## src/rtl/bdb_pkg.sv

```systemverilog
// Shared types for the debounced-counter result producer.
// Record layout and debounce FSM states.
package bdb_pkg;

    localparam int BDB_COUNT_WIDTH = 8;

    typedef struct packed {
        logic [BDB_COUNT_WIDTH-1:0] count;
    } bdb_result_t;

    typedef enum logic {
        ST_STABLE,
        ST_COUNTING
    } bdb_deb_state_t;

endpackage

```

## src/rtl/bdb_result_producer_if.sv

```systemverilog
// Valid/ready result channel carrying press counts.
// Producer side is master, consumer side is slave.
interface bdb_result_producer_if;
    import bdb_pkg::*;

    logic                       result_valid;
    logic                       result_ready;
    logic [BDB_COUNT_WIDTH-1:0] result_count;

    modport master (
        output result_valid,
        output result_count,
        input  result_ready
    );

    modport slave (
        input  result_valid,
        input  result_count,
        output result_ready
    );

endinterface

```

## src/rtl/bdb_result_fifo.sv

```systemverilog
// Synchronous record FIFO with wrap-bit pointers.
// Head comes straight from register storage; zero when empty.
module bdb_result_fifo
    import bdb_pkg::*;
#(
    parameter int DEPTH = 4
) (
    input  logic        clk,
    input  logic        reset,
    input  logic        i_wr_en,
    input  bdb_result_t i_wr_data,
    output logic        o_full,
    input  logic        i_rd_en,
    output logic        o_empty,
    output bdb_result_t o_head
);

    localparam int AW = $clog2(DEPTH);

    bdb_result_t r_mem [DEPTH];
    logic [AW:0] r_wr_ptr;
    logic [AW:0] r_rd_ptr;
    logic        w_empty;
    logic        w_full;
    logic        w_do_rd;
    logic        w_do_wr;

    assign w_empty = (r_wr_ptr == r_rd_ptr);
    assign w_full  = (r_wr_ptr[AW] != r_rd_ptr[AW]) &&
                     (r_wr_ptr[AW-1:0] == r_rd_ptr[AW-1:0]);
    // A write into a full FIFO succeeds only when a pop frees a slot.
    assign w_do_rd = i_rd_en && !w_empty;
    assign w_do_wr = i_wr_en && (!w_full || w_do_rd);

    assign o_full  = w_full;
    assign o_empty = w_empty;
    assign o_head  = w_empty ? '0 : r_mem[r_rd_ptr[AW-1:0]];

    // Pointer advance on accepted write / read.
    always_ff @(posedge clk) begin
        if (reset) begin
            r_wr_ptr <= '0;
            r_rd_ptr <= '0;
        end else begin
            if (w_do_wr) r_wr_ptr <= r_wr_ptr + 1'b1;
            if (w_do_rd) r_rd_ptr <= r_rd_ptr + 1'b1;
        end
    end

    // Record storage; contents are don't-care until written.
    always_ff @(posedge clk) begin
        if (w_do_wr) r_mem[r_wr_ptr[AW-1:0]] <= i_wr_data;
    end

endmodule

```

## src/rtl/bdb_result_producer.sv

```systemverilog
// Button synchroniser, debouncer and press counter.
// Each debounced press is queued as a result record.
module bdb_result_producer
    import bdb_pkg::*;
#(
    parameter int DEBOUNCE_CYCLES = 1000,
    parameter int COUNT_WIDTH     = BDB_COUNT_WIDTH,
    parameter int FIFO_DEPTH      = 4
) (
    input  logic                         clk,
    input  logic                         reset,
    input  logic                         button_raw,
    output logic                         debounced,
    output logic                         dropped,
    bdb_result_producer_if.master        res
);

    localparam int SW = $clog2(DEBOUNCE_CYCLES) + 1;
    localparam logic [SW-1:0] LAST = SW'(DEBOUNCE_CYCLES - 1);

    logic                   r_sync1;
    logic                   r_sync2;
    bdb_deb_state_t         r_state;
    bdb_deb_state_t         w_state_nxt;
    logic [SW-1:0]          r_stab;
    logic [SW-1:0]          w_stab_nxt;
    logic                   r_deb;
    logic                   w_deb_nxt;
    logic                   w_diff;
    logic                   w_rise;
    logic [COUNT_WIDTH-1:0] r_press;
    logic [COUNT_WIDTH-1:0] w_press_inc;
    logic                   r_dropped;
    logic                   w_full;
    logic                   w_empty;
    logic                   w_pop;
    bdb_result_t            w_rec;
    bdb_result_t            w_head;

    // Two-flop synchroniser for the asynchronous button level.
    always_ff @(posedge clk) begin
        if (reset) begin
            r_sync1 <= 1'b0;
            r_sync2 <= 1'b0;
        end else begin
            r_sync1 <= button_raw;
            r_sync2 <= r_sync1;
        end
    end

    assign w_diff = (r_sync2 != r_deb);

    // Debounce FSM state, stability count and debounced level.
    always_ff @(posedge clk) begin
        if (reset) begin
            r_state <= ST_STABLE;
            r_stab  <= '0;
            r_deb   <= 1'b0;
        end else begin
            r_state <= w_state_nxt;
            r_stab  <= w_stab_nxt;
            r_deb   <= w_deb_nxt;
        end
    end

    // Any cycle of agreement restarts the stability count.
    always_comb begin
        w_state_nxt = r_state;
        w_stab_nxt  = r_stab;
        w_deb_nxt   = r_deb;
        unique case (r_state)
            ST_STABLE: begin
                w_stab_nxt = '0;
                if (w_diff) begin
                    if (r_stab == LAST) begin
                        w_deb_nxt = r_sync2;
                    end else begin
                        w_stab_nxt  = r_stab + 1'b1;
                        w_state_nxt = ST_COUNTING;
                    end
                end
            end
            ST_COUNTING: begin
                if (!w_diff) begin
                    w_stab_nxt  = '0;
                    w_state_nxt = ST_STABLE;
                end else if (r_stab == LAST) begin
                    w_deb_nxt   = r_sync2;
                    w_stab_nxt  = '0;
                    w_state_nxt = ST_STABLE;
                end else begin
                    w_stab_nxt = r_stab + 1'b1;
                end
            end
            default: begin
                w_stab_nxt  = '0;
                w_state_nxt = ST_STABLE;
            end
        endcase
    end

    assign w_rise      = w_deb_nxt & ~r_deb;
    assign w_press_inc = r_press + 1'b1;
    assign w_rec.count = w_press_inc;
    assign w_pop       = res.result_valid && res.result_ready;

    // Press counter wraps naturally; drop flag is sticky until reset.
    always_ff @(posedge clk) begin
        if (reset) begin
            r_press   <= '0;
            r_dropped <= 1'b0;
        end else if (w_rise) begin
            r_press <= w_press_inc;
            if (w_full && !w_pop) r_dropped <= 1'b1;
        end
    end

    bdb_result_fifo #(
        .DEPTH (FIFO_DEPTH)
    ) u_fifo (
        .clk       (clk),
        .reset     (reset),
        .i_wr_en   (w_rise),
        .i_wr_data (w_rec),
        .o_full    (w_full),
        .i_rd_en   (w_pop),
        .o_empty   (w_empty),
        .o_head    (w_head)
    );

    assign res.result_valid = !w_empty;
    assign res.result_count = w_head.count;
    assign debounced        = r_deb;
    assign dropped          = r_dropped;

endmodule

```

## src/flat_wrapper.sv

```systemverilog
// flat-port wrapper written by rule: the top's interface ports become plain ports
module bdb_result_producer_flat import bdb_pkg::*;
#(
    parameter int DEBOUNCE_CYCLES = 1000,
    parameter int COUNT_WIDTH     = BDB_COUNT_WIDTH,
    parameter int FIFO_DEPTH      = 4
)
  (clk, reset, button_raw, debounced, dropped, res_result_valid, res_result_count, res_result_ready);
  bdb_result_producer_if res_i ();
  input  logic clk;
  input  logic reset;
  input  logic button_raw;
  output logic debounced;
  output logic dropped;
  output wire logic [$bits(res_i.result_valid)-1:0] res_result_valid;
  output wire logic [$bits(res_i.result_count)-1:0] res_result_count;
  input wire logic [$bits(res_i.result_ready)-1:0] res_result_ready;
  assign res_result_valid = res_i.result_valid;
  assign res_result_count = res_i.result_count;
  assign res_i.result_ready = res_result_ready;
  bdb_result_producer #(.DEBOUNCE_CYCLES(DEBOUNCE_CYCLES), .COUNT_WIDTH(COUNT_WIDTH), .FIFO_DEPTH(FIFO_DEPTH)) u_core (.clk(clk), .reset(reset), .button_raw(button_raw), .debounced(debounced), .dropped(dropped), .res(res_i));
endmodule
```

## config.mk

```make
export PLATFORM = sky130hd
export DESIGN_NAME = bdb_result_producer_flat
export DESIGN_NICKNAME = d
export VERILOG_FILES = /design/src/rtl/bdb_pkg.sv /design/src/rtl/bdb_result_producer_if.sv /design/src/rtl/bdb_result_fifo.sv /design/src/rtl/bdb_result_producer.sv /design/src/flat_wrapper.sv
export SDC_FILE = /design/constraint.sdc
export NUM_CORES = 1
export LEC_CHECK = 0
export CORE_ASPECT_RATIO = 1.1
export CORE_MARGIN = 5
export CORE_UTILIZATION = 53
export DETAILED_ROUTE_END_ITERATION = 8
export PLACE_DENSITY = 0.82
export SYNTH_ARGS = -nofsm -noshare
export SYNTH_HDL_FRONTEND = slang
export SYNTH_HIERARCHICAL = 1
export SYNTH_SLANG_ARGS = --single-unit
```

## constraint.sdc

```tcl
create_clock -name clk -period 3.5 [get_ports clk]
set_input_delay 0.35 -clock clk [delete_from_list [all_inputs] [get_ports clk]]
set_output_delay 0.35 -clock clk [all_outputs]
set_load 0.01 [all_outputs]
```

### Word level (Yosys, flattened, before mapping)

Memories as Yosys holds them, arrays and structs flattened. A register that Yosys moved wholly into a read port is not among the register bits.
Cells that the tools add are included.

* register bits after elaboration: 29
* input port bits: 4
* memories: 1
* bits in read-only memories: 0
* word-level logic and storage cells: 39
* output and inout port bits: 11
* RAM bits: 32
* bits in latches: 0

Memory list
* u_core.u_fifo.r_mem: depth 4, width 8, read ports 1, clocked after Yosys merged registers in 1, write ports 1, RTL line bdb_result_fifo.sv:20 `bdb_result_t r_mem [DEPTH];`

* magnitude comparators: 0
* reductions and logical operators: 11
* add/subtract/negate cells: 4
* equal/unequal tests: 5
* bitwise logic cells: 3
* divide/modulo/power cells: 0
* $mul: 0
* shift operators: 0
* multiplexer cells: 7

Operator list (count)
* $add 11x1->11 const B: 1
* $eq 11x10->1 const B: 1
* $add 8x1->8 const B: 1
* $mux 8: 1
* $add 3x1->3 const B: 2
* $logic_and 1x1->1: 5
* $mux 1: 4
* $mux 2: 2
* $eq 3x3->1: 1
* $logic_not 1->1: 3
* $reduce_or 3->1: 1
* $eq 2x2->1: 1
* $ne 1x1->1: 2
* $not 1->1: 2
* $reduce_and 2->1: 1
* $and 1x1->1: 1
* $logic_or 1x1->1: 1

### Logic depth before layout (Yosys ltp)

* depth in word-level cells: 8
* depth in mapped cells: 7
* depth with buffers taken out: 6

### By module

The synthesis kept the hierarchy.

By module, submodules not included
* bdb_result_fifo: seq. area each 1121.1 um^2, instances 1, area an instance 1707.9 um^2, cells each 104
* bdb_result_producer: seq. area each 460.4 um^2, instances 1, area an instance 1079.8 um^2, cells each 122

### Worst setup path after synthesis

Ideal clock, no wire load.

* path kind: reg2reg
* start point: register u_core.r_stab[4]
* end point: register u_core.u_fifo.r_wr_ptr[2]
* cell stages (with the launch flop): 7
* setup time: 0.121 ns
* clock period less this slack: 2.497 ns
* arrival time: 2.376 ns
* buffers on the path: 1
* path slack: 1.003 ns
* data required time: 3.379 ns
* cell sequence: dfxtp_1 -> or4b_4 -> nor4_4 -> buf_6 -> nand2_1 -> a41oi_1 -> mux2_2

* longest elaborated chain between the ends: 5

Ends and longest elaborated chain
* start: declaration: RTL line bdb_result_producer.sv:25 `logic [SW-1:0] r_stab;`
* start signal: assignment: RTL line bdb_result_producer.sv:61 `r_stab <= w_stab_nxt;`
* $eq 11x10->1: RTL line bdb_result_producer.sv:75, bdb_result_producer.sv:87
* $mux 1: RTL line bdb_result_producer.sv:75, bdb_result_producer.sv:87
* $mux 1: RTL line bdb_result_producer.sv:74, bdb_result_producer.sv:84
* $and 1x1->1: RTL line bdb_result_producer.sv:102 `assign w_rise = w_deb_nxt & ~r_deb;`
* via u_core.w_rise: RTL line bdb_result_producer.sv:30 `logic w_rise;`
* $logic_and 1x1->1: RTL line bdb_result_fifo.sv:33 `assign w_do_wr = i_wr_en && (!w_full || w_do_rd);`
* end signal: assignment: RTL line bdb_result_fifo.sv:45 `if (w_do_wr) r_wr_ptr <= r_wr_ptr + 1'b1;`
* end: declaration: RTL line bdb_result_fifo.sv:21 `logic [AW:0] r_wr_ptr;`

The timed path passes the listed nets, and every way through them passes these cells.
A chain may end at the register's enable or synchronous reset.

### Final worst setup path

* start point: register u_core.u_fifo.r_wr_ptr[0]
* end point: memory u_core/u_fifo/r_mem[1][5] in the netlist's numbering, enable pin

* longest elaborated chain between the ends: 8
* elaborated cells between the ends (all ways): 11
* classes of those cells: eq/ne (2); mux (2); reduce/logical (7)

Ends and longest elaborated chain
* $eq 3x3->1: RTL line bdb_result_fifo.sv:28 `assign w_empty = (r_wr_ptr == r_rd_ptr);`
* via u_core.w_empty: RTL line bdb_result_producer.sv:35 `logic w_empty;`
* $logic_not 1->1: RTL line bdb_result_producer.sv:131 `assign res.result_valid = !w_empty;`
* $logic_and 1x1->1: RTL line bdb_result_producer.sv:105 `assign w_pop = res.result_valid && res.result_ready;`
* via u_core.w_pop: RTL line bdb_result_producer.sv:36 `logic w_pop;`
* $logic_and 1x1->1: RTL line bdb_result_fifo.sv:32 `assign w_do_rd = i_rd_en && !w_empty;`
* $logic_or 1x1->1: RTL line bdb_result_fifo.sv:33
* $logic_and 1x1->1: RTL line bdb_result_fifo.sv:33
* $mux 1: RTL line bdb_result_fifo.sv:52 `if (w_do_wr) r_mem[r_wr_ptr[AW-1:0]] <= i_wr_data;`
* $mux 1 (implied by the code): RTL line bdb_result_fifo.sv:52
* end: declaration: RTL line bdb_result_fifo.sv:20

The timed path passes the listed nets, and every way through them passes these cells.

==> results by group <==
Layout
  – Share of post-route cells with drive strength above 1: 0.139
  – # nets final: 258
  – Core Util, Final: 0.631
  – Area growth syn-to-layout: 14.8%
  – Antenna cells: 0

Floorplan
  – Row cnt: 27
  – Die ar.: 6810 um^2
  – Starting Density: 0.550
  – Die H: 86.1 um
  – Core area: 5070 um^2
  – Width of the die: 79.2 um
  – Num ports: 15

Synthesis
  – Yosys top cell by area: edfxtp_1
  – Syn Inst Count: 226
  – Async set-reset flop share out of synthesis: 0
  – Seq/Total Area, Yosys: 0.567
  – Commonest cells post-synth: 32 x edfxtp_1, 31 x dfxtp_1, 26 x nor2_1
  – Top FF cell, synth: edfxtp_1
  – Yosys reg bits: 63
  – Number of synthesized flops with an enable pin: 32
  – Syn avg cell area: 12.3 um^2
  – Post-synth top area share: 0.345
  – Synth cell types: 36
  – Synth area leaders: edfxtp_1 34%, dfxtp_1 22%, mux4_2 6.5%, xnor2_1 5.0%, nor2b_1 4.0%
  – Most common cell in the netlist: edfxtp_1
  – Syn Std Cell Area: 2790 um^2
  – Synthesized Nets: 237
  – Ys Warns: 6

Clock network
  – CTS root buf: clkbuf_8
  – Clock transition at path regs: 0.07 ns
  – Worst-case clock buffer depth: 2
  – Postcts setup bufs: 0
  – Hold Buf Count CTS: 0
  – # H-tree levels: 3
  – Clk sinks: 63
  – TritonCTS clock tree: done
  – Cts bufs inserted: 9
  – Resized Gates After CTS: 0
  – Clock Latency Late Sink: 0.34 ns

STA
  – Final Cycle Share: 0.741
  – RSZ-0062 raised after global routing: no
  – Worst slew pin tran: 0.668 ns
  – Setup TNS: 0 ns
  – Final Hold Viols: 0
  – Crit path time final: 2.59 ns
  – Worst rel slew slack: 0.552
  – Fmax: 386 MHz
  – Layout Skew: 0.00988 ns
  – Max Slew Vio Count: 0
  – Setup-failing EPs final: 0

Setup path
  – CP Max Fanout: 11
  – R2R cell count: 5
  – CP Class: reg -> reg
  – CP required: 3.54 ns
  – Crit path arrival time: 2.64 ns
  – Setup crit end kind: flip-flop
  – CP startpoint kind: flip-flop

GRT
  – Vias in the first global route: 1717
  – Pin count of the biggest net entering global routing: 16
  – Initial antenna violation count: 0
  – First-pass GRT wire length: 8030 um
  – Gr usage total: 0.156
  – Gr ovfl total: 0

Power
  – Comb power frac: 0.041
  – Pleak: 0.00109 uW
  – Seq pwr share: 0.513
  – Pint: 1200 uW
  – VDD IR max: 0.300 mV
  – Clock power frac: 0.446
  – Net Sw Power: 311 uW
  – Sw frac: 0.206
  – PwrDens: 472 nW/um^2

Route
  – DR vias: 1683
  – Vias per cell: 5.43
  – Drt drc: 0
  – DRT iter0 DRCs: 102
  – DRT Wirelength: 4710 um
  – DR pass1 iterations: 4
  – Routed Antenna Nets: 0
  – Avg WL per Cell: 15.2 um

Status
  – Status: complete, no violations

Hold path
  – Worst min path class: reg -> reg
  – Cells on Worst Hold Path: 1

Placement
  – Dpl hpwl: 3210 um
  – Routability cong.: 0.725
  – I/O Buffers: 14

Flow run
  – MaxCap Viol Count: 0
flip-flops by register name, summed over array words and instances (netlist names), named ones only:
name / cells
u_core/u_fifo/r_mem: 32
u_core/debounced: 1
u_core/r_sync2: 1
u_core/u_fifo/r_wr_ptr: 3
u_core/r_stab: 11
u_core/r_sync1: 1
u_core/dropped: 1
u_core/u_fifo/r_rd_ptr: 3
u_core/r_press: 8
metal layers:
layer / up-vias / global-route usage / routed length (um)
li1: 835 / - / -
met1: 816 / 0.182 / 2090
met2: 26 / 0.263 / 2400
met3: 6 / 0.0389 / 150
met4: 0 / 0.0844 / 70
met5: - / 0 / 0
metrics by stage:
step                setup WS, ns  hold slack, ns  total power [uW]  cells  cell area [um^2]
floorplan                   1.00           0.414               824    226              2790
global placement            1.02           0.419               852    294              2990
detailed placement         0.941           0.444               853    294              2990
CTS                        0.890           0.452              1530    310              3200
global route               0.716           0.465              1570    310              3200
finish                     0.906           0.444              1510    310              3200
final timing paths:
path / from / endpoint / slack (ns)
hold / removal: u_core/r_sync1 / u_core/r_sync2 / 0.44
setup reg to reg: u_core/u_fifo/r_wr_ptr[0] / u_core/u_fifo/r_mem[1][5] / 0.91
setup / recovery: u_core/u_fifo/r_wr_ptr[0] / u_core/u_fifo/r_mem[1][5] / 0.91
hold reg to reg: u_core/r_sync1 / u_core/r_sync2 / 0.44
kinds of logic (layout without fill, tap and decap cells):
kind of cell    Yosys count  after routing  synth area share
compound gates           14             14            0.0364
xor+xnor                 22             22            0.0691
fa+ha+maj                 7              7            0.0314
buf+inv                  18             44            0.0278
flops                    63             63             0.567
mux                      19             19             0.109
simple gates             83             83             0.159
critical path, cell delays in order (launching register included):
cell	delay [ns]
dfxtp_1	0.45
xor2_1	0.15
nor3_2	0.58
nor2b_1	0.22
o41a_1	0.56
and2_1	0.34
layout make-up:
cell class	instances	area, um^2
Fill cell	395	1870
Tap cell	58	72.6
Clock inverter	6	85.1
Sequential cell	63	1580
Multi-Input combinational cell	145	1130
Clock buffer	10	128
Inverter	11	41.3
Timing Repair Buffer	17	163
layout by cell type (no fill, tap or decap), drive strengths merged, types with 2 or more instances in the layout:
master,count
nor2,26
mux4,8
dfxtp,31
clkbuf,10
clkinv,2
a21o,3
inv,11
edfxtp,32
nand4,3
nand2,9
nand3,9
mux2,7
clkdlybuf4s50,14
a31oi,2
bufinv,2
and2,3
xor2,6
nand2b,3
nor3,7
a21oi,4
clkinvlp,2
mux2i,4
buf,3
ha,7
nor2b,18
xnor2,16
power by group through the flow:
| stage | Sequential, uW | Clock, uW | Combinational [uW] |
|---|---|---|---|
| after detailed placement | 791 | 0 | 62.3 |
| after global placement | 791 | 0 | 61.8 |
| after global routing | 775 | 722 | 68.0 |
| final | 775 | 674 | 62.4 |
| after floorplan | 790 | 0 | 34.1 |
| after CTS | 774 | 690 | 62.9 |
Note: power is estimated with default switching activity, not from simulation.
